`config.mk`:
```
export PLATFORM = sky130hd
export DESIGN_NAME = alu_exec_flat
export DESIGN_NICKNAME = d
export VERILOG_FILES = /design/src/rtl/alu_exec_if.sv /design/src/rtl/alu_exec.sv /design/src/flat_wrapper.sv
export SDC_FILE = /design/constraint.sdc
export NUM_CORES = 1
export LEC_CHECK = 0
export ABC_CLOCK_PERIOD_IN_PS = 12500
export CAP_MARGIN = 20
export CORE_MARGIN = 2
export CORE_UTILIZATION = 25
export CTS_CLUSTER_SIZE = 25
export DETAILED_ROUTE_END_ITERATION = 10
export GPL_TIMING_DRIVEN = 0
export MAX_ROUTING_LAYER = met4
export PLACE_DENSITY = 0.44
export REMOVE_ABC_BUFFERS = 1
export SLEW_MARGIN = 20
export SYNTH_ARGS = -nofsm -noshare
export SYNTH_HDL_FRONTEND = slang
export SYNTH_SLANG_ARGS = --single-unit
```
`constraint.sdc`:
```
create_clock -name clk -period 12.5 [get_ports clk]
set_input_delay 1.875 -clock clk [delete_from_list [all_inputs] [get_ports clk]]
set_output_delay 1.875 -clock clk [all_outputs]
set_load 0.005 [all_outputs]
```
`src/rtl/alu_exec_if.sv`:
```
// ============================================================================
//  alu_exec_if : request/response bundle between operand fetch, alu_exec and writeback
//  Revision    : 1.0
// ============================================================================
`default_nettype none

interface alu_exec_if;
  logic        in_valid;
  logic        in_ready;
  logic [3:0]  alucontrol;
  logic [31:0] srca;
  logic [31:0] srcb;
  logic [4:0]  shamt;
  logic        out_valid;
  logic        out_ready;
  logic [31:0] result;
  logic        zero;
  logic        overflow;
  logic        illegal;
  logic [31:0] hi;
  logic [31:0] lo;

  modport master (
    output in_valid, alucontrol, srca, srcb, shamt, out_ready,
    input  in_ready, out_valid, result, zero, overflow, illegal, hi, lo
  );

  modport slave (
    input  in_valid, alucontrol, srca, srcb, shamt, out_ready,
    output in_ready, out_valid, result, zero, overflow, illegal, hi, lo
  );
endinterface

`default_nettype wire

```
`src/rtl/alu_exec.sv`:
```
// ============================================================================
//  alu_exec : single-cycle ALU ops plus iterative signed multiply into HI/LO
//  Revision : 1.0
// ============================================================================
`default_nettype none

module alu_exec #(
  parameter int unsigned MUL_BITS = 1
) (
  input  logic       clk,
  input  logic       rst_n,
  alu_exec_if.slave  bus
);

  localparam int unsigned c_ITERS  = 32 / MUL_BITS;
  localparam logic [3:0] c_OP_AND  = 4'b0000;
  localparam logic [3:0] c_OP_OR   = 4'b0001;
  localparam logic [3:0] c_OP_ADD  = 4'b0010;
  localparam logic [3:0] c_OP_XOR  = 4'b0011;
  localparam logic [3:0] c_OP_SUB  = 4'b0110;
  localparam logic [3:0] c_OP_SLT  = 4'b0111;
  localparam logic [3:0] c_OP_NOR  = 4'b1000;
  localparam logic [3:0] c_OP_MULT = 4'b1001;
  localparam logic [3:0] c_OP_SLL  = 4'b1010;
  localparam logic [3:0] c_OP_SRL  = 4'b1011;

  typedef enum logic [1:0] {
    S_IDLE = 2'd0,
    S_MUL  = 2'd1,
    S_DONE = 2'd2
  } state_t;

  state_t      r_state;
  state_t      w_next;
  logic [31:0] r_result;
  logic [31:0] r_hi;
  logic [31:0] r_lo;
  logic        r_zero;
  logic        r_ovf;
  logic        r_ill;
  logic [63:0] r_mcand;
  logic [63:0] r_prod;
  logic [31:0] r_mplier;
  logic        r_neg;
  logic [5:0]  r_cnt;

  logic        w_accept;
  logic        w_is_mult;
  logic        w_mul_last;
  logic [31:0] w_sum;
  logic [31:0] w_diff;
  logic [31:0] w_alu;
  logic        w_ovf;
  logic        w_ill;
  logic [31:0] w_abs_a;
  logic [31:0] w_abs_b;
  logic [63:0] w_step;
  logic [63:0] w_final;

  assign w_accept   = bus.in_valid && (r_state == S_IDLE);
  assign w_is_mult  = (bus.alucontrol == c_OP_MULT);
  // One extra MUL cycle after the last shift-add applies the sign and commits HI/LO
  assign w_mul_last = (r_cnt == 6'(c_ITERS));
  assign w_sum      = bus.srca + bus.srcb;
  assign w_diff     = bus.srca - bus.srcb;
  assign w_abs_a    = bus.srca[31] ? -bus.srca : bus.srca;
  assign w_abs_b    = bus.srcb[31] ? -bus.srcb : bus.srcb;
  assign w_final    = r_neg ? -r_prod : r_prod;

  always_comb begin
    w_alu = 32'd0;
    w_ovf = 1'b0;
    w_ill = 1'b0;
    case (bus.alucontrol)
      c_OP_AND:  w_alu = bus.srca & bus.srcb;
      c_OP_OR:   w_alu = bus.srca | bus.srcb;
      c_OP_XOR:  w_alu = bus.srca ^ bus.srcb;
      c_OP_NOR:  w_alu = ~(bus.srca | bus.srcb);
      c_OP_ADD: begin
        w_alu = w_sum;
        w_ovf = (bus.srca[31] == bus.srcb[31]) && (w_sum[31] != bus.srca[31]);
      end
      c_OP_SUB: begin
        w_alu = w_diff;
        w_ovf = (bus.srca[31] != bus.srcb[31]) && (w_diff[31] != bus.srca[31]);
      end
      c_OP_SLT:  w_alu = {31'd0, ($signed(bus.srca) < $signed(bus.srcb))};
      c_OP_SLL:  w_alu = bus.srcb << bus.shamt;
      c_OP_SRL:  w_alu = bus.srcb >> bus.shamt;
      c_OP_MULT: w_alu = 32'd0;
      default:   w_ill = 1'b1;
    endcase
  end

  always_comb begin
    w_step = r_prod;
    for (int unsigned j = 0; j < MUL_BITS; j++) begin
      if (r_mplier[j]) begin
        w_step = w_step + (r_mcand << j);
      end
    end
  end

  always_ff @(posedge clk or negedge rst_n) begin
    if (!rst_n) begin
      r_state <= S_IDLE;
    end else begin
      r_state <= w_next;
    end
  end

  always_comb begin
    w_next = r_state;
    case (r_state)
      S_IDLE:  if (w_accept) w_next = w_is_mult ? S_MUL : S_DONE;
      S_MUL:   if (w_mul_last) w_next = S_DONE;
      S_DONE:  if (bus.out_ready) w_next = S_IDLE;
      default: w_next = S_IDLE;
    endcase
  end

  always_ff @(posedge clk or negedge rst_n) begin
    if (!rst_n) begin
      r_result <= 32'd0;
      r_hi     <= 32'd0;
      r_lo     <= 32'd0;
      r_zero   <= 1'b0;
      r_ovf    <= 1'b0;
      r_ill    <= 1'b0;
      r_mcand  <= 64'd0;
      r_prod   <= 64'd0;
      r_mplier <= 32'd0;
      r_neg    <= 1'b0;
      r_cnt    <= 6'd0;
    end else begin
      case (r_state)
        S_IDLE: begin
          if (w_accept) begin
            if (w_is_mult) begin
              r_mcand  <= {32'd0, w_abs_a};
              r_mplier <= w_abs_b;
              r_neg    <= bus.srca[31] ^ bus.srcb[31];
              r_prod   <= 64'd0;
              r_cnt    <= 6'd0;
            end else begin
              r_result <= w_alu;
              r_zero   <= (w_alu == 32'd0);
              r_ovf    <= w_ovf;
              r_ill    <= w_ill;
            end
          end
        end
        S_MUL: begin
          if (w_mul_last) begin
            r_hi     <= w_final[63:32];
            r_lo     <= w_final[31:0];
            r_result <= w_final[31:0];
            r_zero   <= (w_final[31:0] == 32'd0);
            r_ovf    <= 1'b0;
            r_ill    <= 1'b0;
          end else begin
            r_prod   <= w_step;
            r_mcand  <= r_mcand << MUL_BITS;
            r_mplier <= r_mplier >> MUL_BITS;
            r_cnt    <= r_cnt + 6'd1;
          end
        end
        default: ;
      endcase
    end
  end

  assign bus.in_ready  = (r_state == S_IDLE);
  assign bus.out_valid = (r_state == S_DONE);
  assign bus.result    = r_result;
  assign bus.zero      = r_zero;
  assign bus.overflow  = r_ovf;
  assign bus.illegal   = r_ill;
  assign bus.hi        = r_hi;
  assign bus.lo        = r_lo;

endmodule

`default_nettype wire

```
`src/flat_wrapper.sv`:
```
// flat-port wrapper written by rule: the top's interface ports become plain ports
module alu_exec_flat 
#(
  parameter int unsigned MUL_BITS = 1
)
  (clk, rst_n, bus_in_valid, bus_alucontrol, bus_srca, bus_srcb, bus_shamt, bus_out_ready, bus_in_ready, bus_out_valid, bus_result, bus_zero, bus_overflow, bus_illegal, bus_hi, bus_lo);
  alu_exec_if bus_i ();
  input  logic clk;
  input  logic rst_n;
  input wire logic [$bits(bus_i.in_valid)-1:0] bus_in_valid;
  input wire logic [$bits(bus_i.alucontrol)-1:0] bus_alucontrol;
  input wire logic [$bits(bus_i.srca)-1:0] bus_srca;
  input wire logic [$bits(bus_i.srcb)-1:0] bus_srcb;
  input wire logic [$bits(bus_i.shamt)-1:0] bus_shamt;
  input wire logic [$bits(bus_i.out_ready)-1:0] bus_out_ready;
  output wire logic [$bits(bus_i.in_ready)-1:0] bus_in_ready;
  output wire logic [$bits(bus_i.out_valid)-1:0] bus_out_valid;
  output wire logic [$bits(bus_i.result)-1:0] bus_result;
  output wire logic [$bits(bus_i.zero)-1:0] bus_zero;
  output wire logic [$bits(bus_i.overflow)-1:0] bus_overflow;
  output wire logic [$bits(bus_i.illegal)-1:0] bus_illegal;
  output wire logic [$bits(bus_i.hi)-1:0] bus_hi;
  output wire logic [$bits(bus_i.lo)-1:0] bus_lo;
  assign bus_i.in_valid = bus_in_valid;
  assign bus_i.alucontrol = bus_alucontrol;
  assign bus_i.srca = bus_srca;
  assign bus_i.srcb = bus_srcb;
  assign bus_i.shamt = bus_shamt;
  assign bus_i.out_ready = bus_out_ready;
  assign bus_in_ready = bus_i.in_ready;
  assign bus_out_valid = bus_i.out_valid;
  assign bus_result = bus_i.result;
  assign bus_zero = bus_i.zero;
  assign bus_overflow = bus_i.overflow;
  assign bus_illegal = bus_i.illegal;
  assign bus_hi = bus_i.hi;
  assign bus_lo = bus_i.lo;
  alu_exec #(.MUL_BITS(MUL_BITS)) u_core (.clk(clk), .rst_n(rst_n), .bus(bus_i));
endmodule
```
# --- After elaboration in Yosys (flattened, before gate mapping) ---
# Index checks and enable logic that the tools add are counted.
op_classes:
  add_sub_neg: 7
  n_lt_le_gt_ge: 1
  n_eq_ne: 23
  n_shift: 2
  n_mux: 43
  bitwise_logic: 5
  n_reduce_logical: 15
ops:
  columns: ["operator", "n"]
  rows:
  - ["$mux 64", 8]
  - ["$pmux 32 s9", 1]
  - ["$mux 32", 8]
  - ["$pmux 64 s2", 2]
  - ["$pmux 32 s2", 2]
  - ["$add 64x64->64", 1]
  - ["$logic_not 32->1", 2]
  - ["$neg 32->32", 2]
  - ["$neg 64->64", 1]
  - ["$add 32x32->32", 1]
  - ["$and 32x32->32", 1]
  - ["$lt 32x32->1", 1]
  - ["$not 32->32", 1]
  - ["$or 32x32->32", 1]
  - ["$shl 32x5->32", 1]
  - ["$shr 32x5->32", 1]
  - ["$sub 32x32->32", 1]
  - ["$xor 32x32->32", 1]
  - ["$mux 6", 3]
  - ["$eq 4x4->1 const B", 4]
  - ["$pmux 6 s2", 1]
  - ["$mux 1", 9]
  - ["$reduce_or 9->1", 1]
  - ["$eq 4x2->1 const B", 2]
  - ["other kinds (22)", 40]
word_totals:
  register_bits: 268
  wordCells: 108

# --- Longest topological paths before layout ---
# Gate-level depths: netlist of the first run.
logic_depth:
  depth_word: 7
  depth_mapped: 17
  depth_no_buf: 16

# --- Least setup slack after synthesis of the first run ---
# No wires, ideal clock.
synth_timing:
  path_kind: "input port to flip-flop"
  startpoint: "input port bus_shamt[1]"
  endpoint: "register u_core.r_zero, in the netlist u_core.bus.zero"
  setup_ps: 95
  t_arrival_ps: 5748
  path_slack_ps: 6656
  cell_stages: 17
  path_buffers: 5
  path_cell_list: "buf_2 > buf_1 > buf_1 > clkbuf_1 > buf_1 > mux4_2 > nor2_1 > a311oi_1 > a21oi_1 > nor2_1 > nor3_1 > o2111ai_1 > a22oi_1 > and4_1 > and4b_1 > nand4b_1 > o31ai_1"
synth_via:
  elab_chain_cells: 6
  elab_cells_between_ends: 7
synth_rtl:
  columns: ["element", "line_no", "text"]
  rows:
  - ["from (decl)", "flat_wrapper.sv:14", "input wire logic [$bits(bus_i.shamt)-1:0] bus_shamt;"]
  - ["$shr 32x5->32 / $shl 32x5->32 (equally long branches)", "alu_exec.sv:89, alu_exec.sv:88", null]
  - ["$pmux 32 s9 (*)", "alu_exec.sv:74", "case (bus.alucontrol)"]
  - ["$logic_not 32->1 (*)", "alu_exec.sv:147", "r_zero <= (w_alu == 32'd0);"]
  - ["$mux 1 (*)", "alu_exec.sv:139", "if (w_is_mult) begin"]
  - ["$mux 1 (*)", "alu_exec.sv:138", "if (w_accept) begin"]
  - ["$pmux 1 s2 (*)", "alu_exec.sv:136", "case (r_state)"]
  - ["to (signal assigned)", "alu_exec.sv:147", null]
  - ["to (signal assigned)", "alu_exec.sv:158", "r_zero <= (w_final[31:0] == 32'd0);"]
  - ["to (decl)", "alu_exec.sv:38", "logic r_zero;"]
# Mark *: on every way between the ends. The rest lies on a longest branch, timed or not. The select of a mux whose other input is x is not followed.
# A chain may end at the register's enable or synchronous reset.

# --- Final worst setup path of the first run ---
layout_timing:
  startpoint: "input port bus_srcb[8]"
  endpoint: "register u_core.r_result[30], in the netlist u_core.bus.result[30]"
layout_via:
  elab_chain_cells: 5
  elab_cells_between_ends: 8
layout_rtl:
  columns: ["element", "line_no", "text"]
  rows:
  - ["from (decl)", "flat_wrapper.sv:13", "input wire logic [$bits(bus_i.srcb)-1:0] bus_srcb;"]
  - ["$sub 32x32->32, or another cell as far along", "alu_exec.sv:65", "assign w_diff = bus.srca - bus.srcb;"]
  - ["$pmux 32 s9 (*)", "alu_exec.sv:74", null]
  - ["$mux 32 (*)", "alu_exec.sv:139", null]
  - ["$mux 32 (*)", "alu_exec.sv:138", null]
  - ["$pmux 32 s2 (*)", "alu_exec.sv:136", null]
  - ["to (signal assigned)", "alu_exec.sv:146", "r_result <= w_alu;"]
  - ["to (signal assigned)", "alu_exec.sv:157", "r_result <= w_final[31:0];"]
  - ["to (decl)", "alu_exec.sv:35", "logic [31:0] r_result;"]
# Marks and branches as above.

==> flow_metrics.env, run 1 <==
export IMPL_grt_pass1_wl_um=175600
export IMPL_yosys_top_cells_area="dfrtp_1, ha_1, o21ai_0, nand2_1, a21oi_1"
export IMPL_synth_area_per_cell_um2=7.730
export IMPL_avgViaCountPerCell=5.466
export IMPL_totalWireLength_um=117600
export IMPL_ctsResizeCount=0
export IMPL_netlist_top_cells_count="nand2_1, o21ai_0, nor2_1"
export IMPL_endpoint="u_core.bus.result[30]"
export IMPL_grt_pass1_vias=26220
export IMPL_first_pass_iters=6
export IMPL_switching_share_pct=44.63
export IMPL_grt_start_max_net_pins=85
export IMPL_setup_violations=0
export IMPL_timing_final_crit_period_ns=7.594
export IMPL_post_route_period_util_pct=60.75
export IMPL_path_class="in -> reg"
export IMPL_p_clk_share_pct=24.7
export IMPL_cts_htree_levels=2
export IMPL_combPwrFrac_pct=45.8
export IMPL_synth_seq_cells=268
export IMPL_multiInputGateArea_um2=18630
export IMPL_start_util_pct=25.28
export IMPL_grt_antenna_before_repair=3
export IMPL_vias=26718
export IMPL_required_ns=13.01
export IMPL_hpwlAfterDp_um=91460
export IMPL_yosys_warnings=0
export IMPL_cp_max_fo=13
export IMPL_insertion_delay_ns=0.61
export IMPL_cts_tree="built"
export IMPL_synth_flop_cell="dfrtp_1"
export IMPL_cts_buffers=37
export IMPL_core_area_um2=105600
export IMPL_num_io_pins=178
export IMPL_synth_edf_count=0
export IMPL_gr_total_overflow=0
export IMPL_rsz0062_at_grt="no"
export IMPL_grt_usage_pct=21.83
export IMPL_clk_path_buf_depth=3
export IMPL_syn2layout_area_growth_pct=17.98
export IMPL_power_frac_seq_pct=29.5
export IMPL_max_freq_mhz=131.7
export IMPL_layout_nets=3713
export IMPL_hold_viol_final=0
export IMPL_post_cts_buffers=0
export IMPL_setup_ws_ns=4.906
export IMPL_cap_viol_max_count=0
export IMPL_die_h_um=330.7
export IMPL_netSwitchingPower_mw=2.100
export IMPL_dieWidth_um=330.7
export IMPL_whs_ns=0.4733
export IMPL_r2r_slack_ns=7.14
export IMPL_postSynthCellCount=3452
export IMPL_synth_distinct_cells=85
export IMPL_clkSlewWorstSetupHoldPaths_ns=0.06
export IMPL_synth_area_um2=26690
export IMPL_slew_headroom_pct=20.37
export IMPL_worst_slew_pin_slew_ns=1.192
export IMPL_gp_congestion=0.9601
export IMPL_reg2reg_from="u_core.r_prod[0]"
export IMPL_cell_internal_pwr_mw=2.606
export IMPL_hold_class="reg -> reg"
export IMPL_startpoint_type="input pin"
export IMPL_end_kind="flip-flop"
export IMPL_wire_per_inst_um=24.06
export IMPL_drc=0
export IMPL_status="finished, final reports clean"
export IMPL_synth_top_cell_by_area="dfrtp_1"
export IMPL_ys_seq_area_share_pct=25.13
export IMPL_p_leak_nw=13.22
export IMPL_finalMaxSlewViolations=0
export IMPL_pwr_density_cell_nw_per_um2=149.5
export IMPL_ys_async_sr_fraction_pct=100.0
export IMPL_rows=119
export IMPL_portBuffers=177
export IMPL_n_fill_cell=11432
export IMPL_die_area_um2=109400
export IMPL_drtIter0Drc=2235
export IMPL_synth_top_area_share_pct=25.13
export IMPL_crit_arrival_ns=8.11
export IMPL_cts_root_buf="clkbuf_16"
export IMPL_r2r_cells=14
export IMPL_crit_start="bus_srcb[8]"
export IMPL_ff_latch_area_um2=6710
export IMPL_irDropWorstVdd_v=0.00009294
export IMPL_total_power_mw=4.706
export IMPL_place_ws_ns=4.442
export IMPL_drive_gt1_share_pct=7.439
export IMPL_cts_sinks=268
export IMPL_hold_depth=2
export IMPL_clock_skew_ns=0.03301
export IMPL_reg2reg_to="u_core.bus.hi[28]"
export IMPL_synth_most_common_cell="nand2_1"
export IMPL_holdBufCountCts=0
export IMPL_ant_nets=0
## layout make-up
cell class / instances / area share, %
multi-input cells: 2802 / 59.18
flip-flops and latches: 268 / 21.31
repair buffers: 219 / 8.100
well taps: 1391 / 5.528
clock buffers: 48 / 3.295
inverters: 138 / 1.645
clock inverters: 20 / 0.9181
diodes: 2 / 0.01590
## stage by stage
step	TNS, ns	utilization, %	cells	instance area [um2]
after global routing	0	29.82	4888	31480
final	0	29.82	4888	31480
after global placement	-4029.46	27.73	4776	29270
after detailed placement	0	28.56	4818	30150
after floorplan	-314.44	-	3208	25760
after CTS	0	29.82	4886	31480
## cell families after synthesis
logic type / Yosys count / synth area share [%]
AO/OA/AOI/OAI: 1102 / 26.30
flip-flops: 268 / 25.13
adder cells (fa/ha/maj): 170 / 8.055
buffers and inverters: 382 / 5.420
multiplexers: 152 / 8.275
AND/OR/NAND/NOR: 1194 / 20.78
XOR/XNOR: 184 / 6.039
## power by group through the flow
stage | sequential, mW | combinational (mW) | clock, mW
2_1_floorplan | 1.30 | 1.39 | 0
3_3_place_gp | 1.40 | 2.15 | 0
3_5_place_dp | 1.41 | 2.16 | 0
4_1_cts | 1.39 | 2.17 | 1.21
5_1_grt | 1.43 | 2.39 | 1.24
6_report | 1.39 | 2.15 | 1.16
## routing by layer
layer	part of all wire, %	global-route usage (%)
met5	0	-
met3	5.3	2.312
met2	47	35.42
met4	2.7	6.148
met1	45	28.70
## how the worst min path moves through the flow
stage                                       to            startpoint  slack, ns
after floorplan            u_core.r_mplier[31]   u_core.r_mplier[31]       0.44
after global placement       u_core.bus.lo[17]     u_core.bus.lo[17]       0.46
after global routing      u_core.bus.result[1]  u_core.bus.result[1]       0.50
after CTS                 u_core.bus.result[1]  u_core.bus.result[1]       0.48
final                        u_core.bus.hi[18]     u_core.bus.hi[18]       0.47
after detailed placement  u_core.bus.result[1]  u_core.bus.result[1]       0.47
## sequential cells by signal, indices dropped and copies added (netlist names)
name                 count
u_core.r_neg             1
u_core.r_mcand          64
u_core.bus.overflow      1
u_core.r_cnt             6
u_core.bus.lo           32
u_core.bus.hi           32
u_core.bus.zero          1
u_core.r_state           2
u_core.r_mplier         32
u_core.bus.result       32
u_core.bus.illegal       1
u_core.r_prod           64
## critical path, stage by stage
cell and delay, ns:
clkdlybuf4s50_1 0.95, inv_1 0.41, ha_1 0.61, nand2_1 0.26
nor3_1 0.08, o211a_1 0.15, a2111oi_0 0.82, nor2_1 0.15
a221oi_1 0.71, o21ai_0 0.41, a311oi_1 0.45, a221oi_1 0.13
o21ai_0 0.71, mux2i_1 0.20, o21ai_0 0.18
## placed cells by master (no fill, tap or decap), types with 59 or more instances in the layout
cell type          n
nand3_1           99
nor2_1           281
clkdlybuf4s50_1  166
a21o_1            59
mux2i_1           71
ha_1             167
inv_1            133
o21ai_0          361
dfrtp_1          267
nand2_1          470
a21oi_1          249
o31ai_1           65
xor2_1            86
xnor2_1           98
(Power assumes the default switching activity.)
==> run 2, diff against run 1 <==
--- a/config.mk
+++ b/config.mk
@@ -5,7 +5,7 @@
 export SDC_FILE = /design/constraint.sdc
 export NUM_CORES = 1
 export LEC_CHECK = 0
-export ABC_CLOCK_PERIOD_IN_PS = 12500
+export ABC_CLOCK_PERIOD_IN_PS = 6600
 export CAP_MARGIN = 20
 export CORE_MARGIN = 2
 export CORE_UTILIZATION = 25
@@ -13,7 +13,7 @@
 export DETAILED_ROUTE_END_ITERATION = 10
 export GPL_TIMING_DRIVEN = 0
 export MAX_ROUTING_LAYER = met4
-export PLACE_DENSITY = 0.44
+export PLACE_DENSITY = 0.46
 export REMOVE_ABC_BUFFERS = 1
 export SLEW_MARGIN = 20
 export SYNTH_ARGS = -nofsm -noshare
==> constraint.sdc (replaced) <==
create_clock -name clk -period 6.6 [get_ports clk]
set_input_delay 0.99 -clock clk [delete_from_list [all_inputs] [get_ports clk]]
set_output_delay 0.99 -clock clk [all_outputs]
set_load 0.005 [all_outputs]
==> flow_metrics.env, run 2 (same netlist as run 1, synthesis figures left out) <==
export IMPL_status="finished, final reports clean"
export IMPL_hold_class="in -> async"
export IMPL_ant_nets=0
export IMPL_insertion_delay_ns=0.58
export IMPL_rows=119
export IMPL_max_freq_mhz=151.7
export IMPL_crit_top_cell="a211oi_1"
export IMPL_clk_path_buf_depth=3
export IMPL_post_route_period_util_pct=99.91
export IMPL_timing_final_crit_period_ns=6.594
export IMPL_path_class="in -> reg"
export IMPL_required_ns=7.09
export IMPL_grt_start_max_net_pins=77
export IMPL_gr_total_overflow=0
export IMPL_grt_pass1_vias=26333
export IMPL_crit_buf_inv=2
export IMPL_die_area_um2=109400
export IMPL_cts_htree_levels=2
export IMPL_r2r_cells=17
export IMPL_rsz0062_at_grt="no"
export IMPL_critical_path_slowest_cell="clkdlybuf4s50_1"
export IMPL_core_area_um2=105600
export IMPL_clock_skew_ns=0.01490
export IMPL_power_frac_seq_pct=30.0
export IMPL_layout_common_cells="nand2_1, o21ai_0, nor2_1"
export IMPL_end_kind="flip-flop"
export IMPL_vias=26898
export IMPL_setup_violations=0
export IMPL_syn2layout_area_growth_pct=17.61
export IMPL_totalWireLength_um=118700
export IMPL_start_util_pct=25.28
export IMPL_clkSlewWorstSetupHoldPaths_ns=0.06
export IMPL_grt_antenna_before_repair=2
export IMPL_slew_headroom_pct=21.44
export IMPL_cts_root_buf="clkbuf_16"
export IMPL_pwr_density_cell_nw_per_um2=278.6
export IMPL_path_cells="clkdlybuf4s50_1 > inv_1 > ha_1 > nor2b_1 > a211oi_1 > o311a_1 > a211oi_1 > o21ai_1 > a311o_1 > o2111ai_1 > or4_1 > nor3_1 > and4b_1 > nand4b_1 > o31ai_1"
export IMPL_hold_viol_final=0
export IMPL_multiInputGateArea_um2=18640
export IMPL_drive_gt1_share_pct=7.300
export IMPL_num_io_pins=178
export IMPL_cell_internal_pwr_mw=4.824
export IMPL_place_ws_ns=-0.6205
export IMPL_portBuffers=177
export IMPL_crit_arrival_ns=7.09
export IMPL_crit_start="bus_srcb[3]"
export IMPL_setup_ws_ns=0.006136
export IMPL_endpoint="u_core.bus.zero"
export IMPL_worst_slew_pin_slew_ns=1.169
export IMPL_r2r_slack_ns=1.20
export IMPL_layout_nets=3713
export IMPL_first_pass_iters=7
export IMPL_avgViaCountPerCell=5.505
export IMPL_wire_per_inst_um=24.29
export IMPL_cts_tree="built"
export IMPL_cap_viol_max_count=0
export IMPL_total_power_mw=8.744
export IMPL_drtIter0Drc=2307
export IMPL_startpoint_type="input pin"
export IMPL_cp_max_fo=14
export IMPL_gp_congestion=0.9831
export IMPL_ff_latch_area_um2=6710
export IMPL_die_h_um=330.7
export IMPL_dieWidth_um=330.7
export IMPL_drc=0
export IMPL_n_fill_cell=11383
export IMPL_switching_share_pct=44.84
export IMPL_grt_usage_pct=22.01
export IMPL_p_leak_nw=13.19
export IMPL_cp_num_cells=15
export IMPL_reg2reg_from="u_core.r_state[0]"
export IMPL_irDropWorstVdd_v=0.0001711
export IMPL_reg2reg_to="u_core.bus.zero"
export IMPL_netSwitchingPower_mw=3.921
export IMPL_final_common_cell="nand2_1"
export IMPL_combPwrFrac_pct=46.8
export IMPL_post_cts_buffers=0
export IMPL_largestRegisters="u_core.r_mcand x64, u_core.r_prod x64"
export IMPL_p_clk_share_pct=23.2
export IMPL_finalMaxSlewViolations=0
export IMPL_hpwlAfterDp_um=91750
export IMPL_grt_pass1_wl_um=176200
export IMPL_cts_sinks=268
export IMPL_cp_top_family="compound AO/OA/AOI/OAI gates"
export IMPL_cts_buffers=36
export IMPL_slowest_delay_ns=0.90
-- run 2: through the flow --
stage	utilization [%]	std cells	area [um2]	TNS, ns	hold WS [ns]
6_report	29.73	4886	31390	0	0.2955
5_1_grt	29.73	4886	31390	0	0.2897
4_1_cts	29.72	4884	31370	0	0.2735
3_5_place_dp	28.57	4819	30160	-1.475	0.4699
3_3_place_gp	27.73	4776	29270	-7105.69	0.4616
2_1_floorplan	-	3208	25760	-1813.16	0.4436
-- run 2: power by group through the flow --
stage	Sequential, mW	Combinational, mW	Clock, mW
floorplan	2.46	2.64	0
global placement	2.64	4.08	0
detailed placement	2.65	4.10	0
CTS	2.63	4.12	2.11
global route	2.70	4.56	2.17
finish	2.62	4.09	2.03
-- run 2: what timing repair did --
item                                    4_1_cts  5_1_grt
hold buffers                                  0        0
gates resized for setup                       1        5
endpoints found under the setup margin        1        3
-- run 2: cell type report --
class                           count  area share [%]
Antenna cell                        2         0.01595
Clock buffer                       53           3.393
Clock inverter                     12          0.4585
Inverter                          138           1.650
Multi-Input combinational cell   2802           59.39
Sequential cell                   268           21.38
Tap cell                         1391           5.545
Timing Repair Buffer              220           8.165
-- run 2: how the worst min path moves through the flow --
stage	startpoint	end	slack (ns)
CTS	rst_n	u_core.bus.hi[10]	0.27
floorplan	u_core.r_mplier[31]	u_core.r_mplier[31]	0.44
global placement	u_core.bus.lo[17]	u_core.bus.lo[17]	0.46
global route	rst_n	u_core.bus.hi[10]	0.29
detailed placement	u_core.bus.lo[9]	u_core.bus.lo[9]	0.47
finish	rst_n	u_core.bus.hi[10]	0.30
-- run 2: per-layer routing --
layer  GRT usage [%]  vias up  part of all wire, %
li1                -    12625                    -
met1           29.03    13171                   45
met2           35.15      918                   46
met3           2.593      184                  5.5
met4           6.817        0                  3.4
met5               -        -                    0
==> run 3, diff against run 2 <==
--- a/config.mk
+++ b/config.mk
@@ -12,6 +12,7 @@
 export CTS_CLUSTER_SIZE = 25
 export DETAILED_ROUTE_END_ITERATION = 10
 export GPL_TIMING_DRIVEN = 0
+export HOLD_SLACK_MARGIN = 0.15
 export MAX_ROUTING_LAYER = met4
 export PLACE_DENSITY = 0.46
 export REMOVE_ABC_BUFFERS = 1
==> results of run 3 <==
Same layout as run 2: the final DEF is identical, and so are final timing and power.
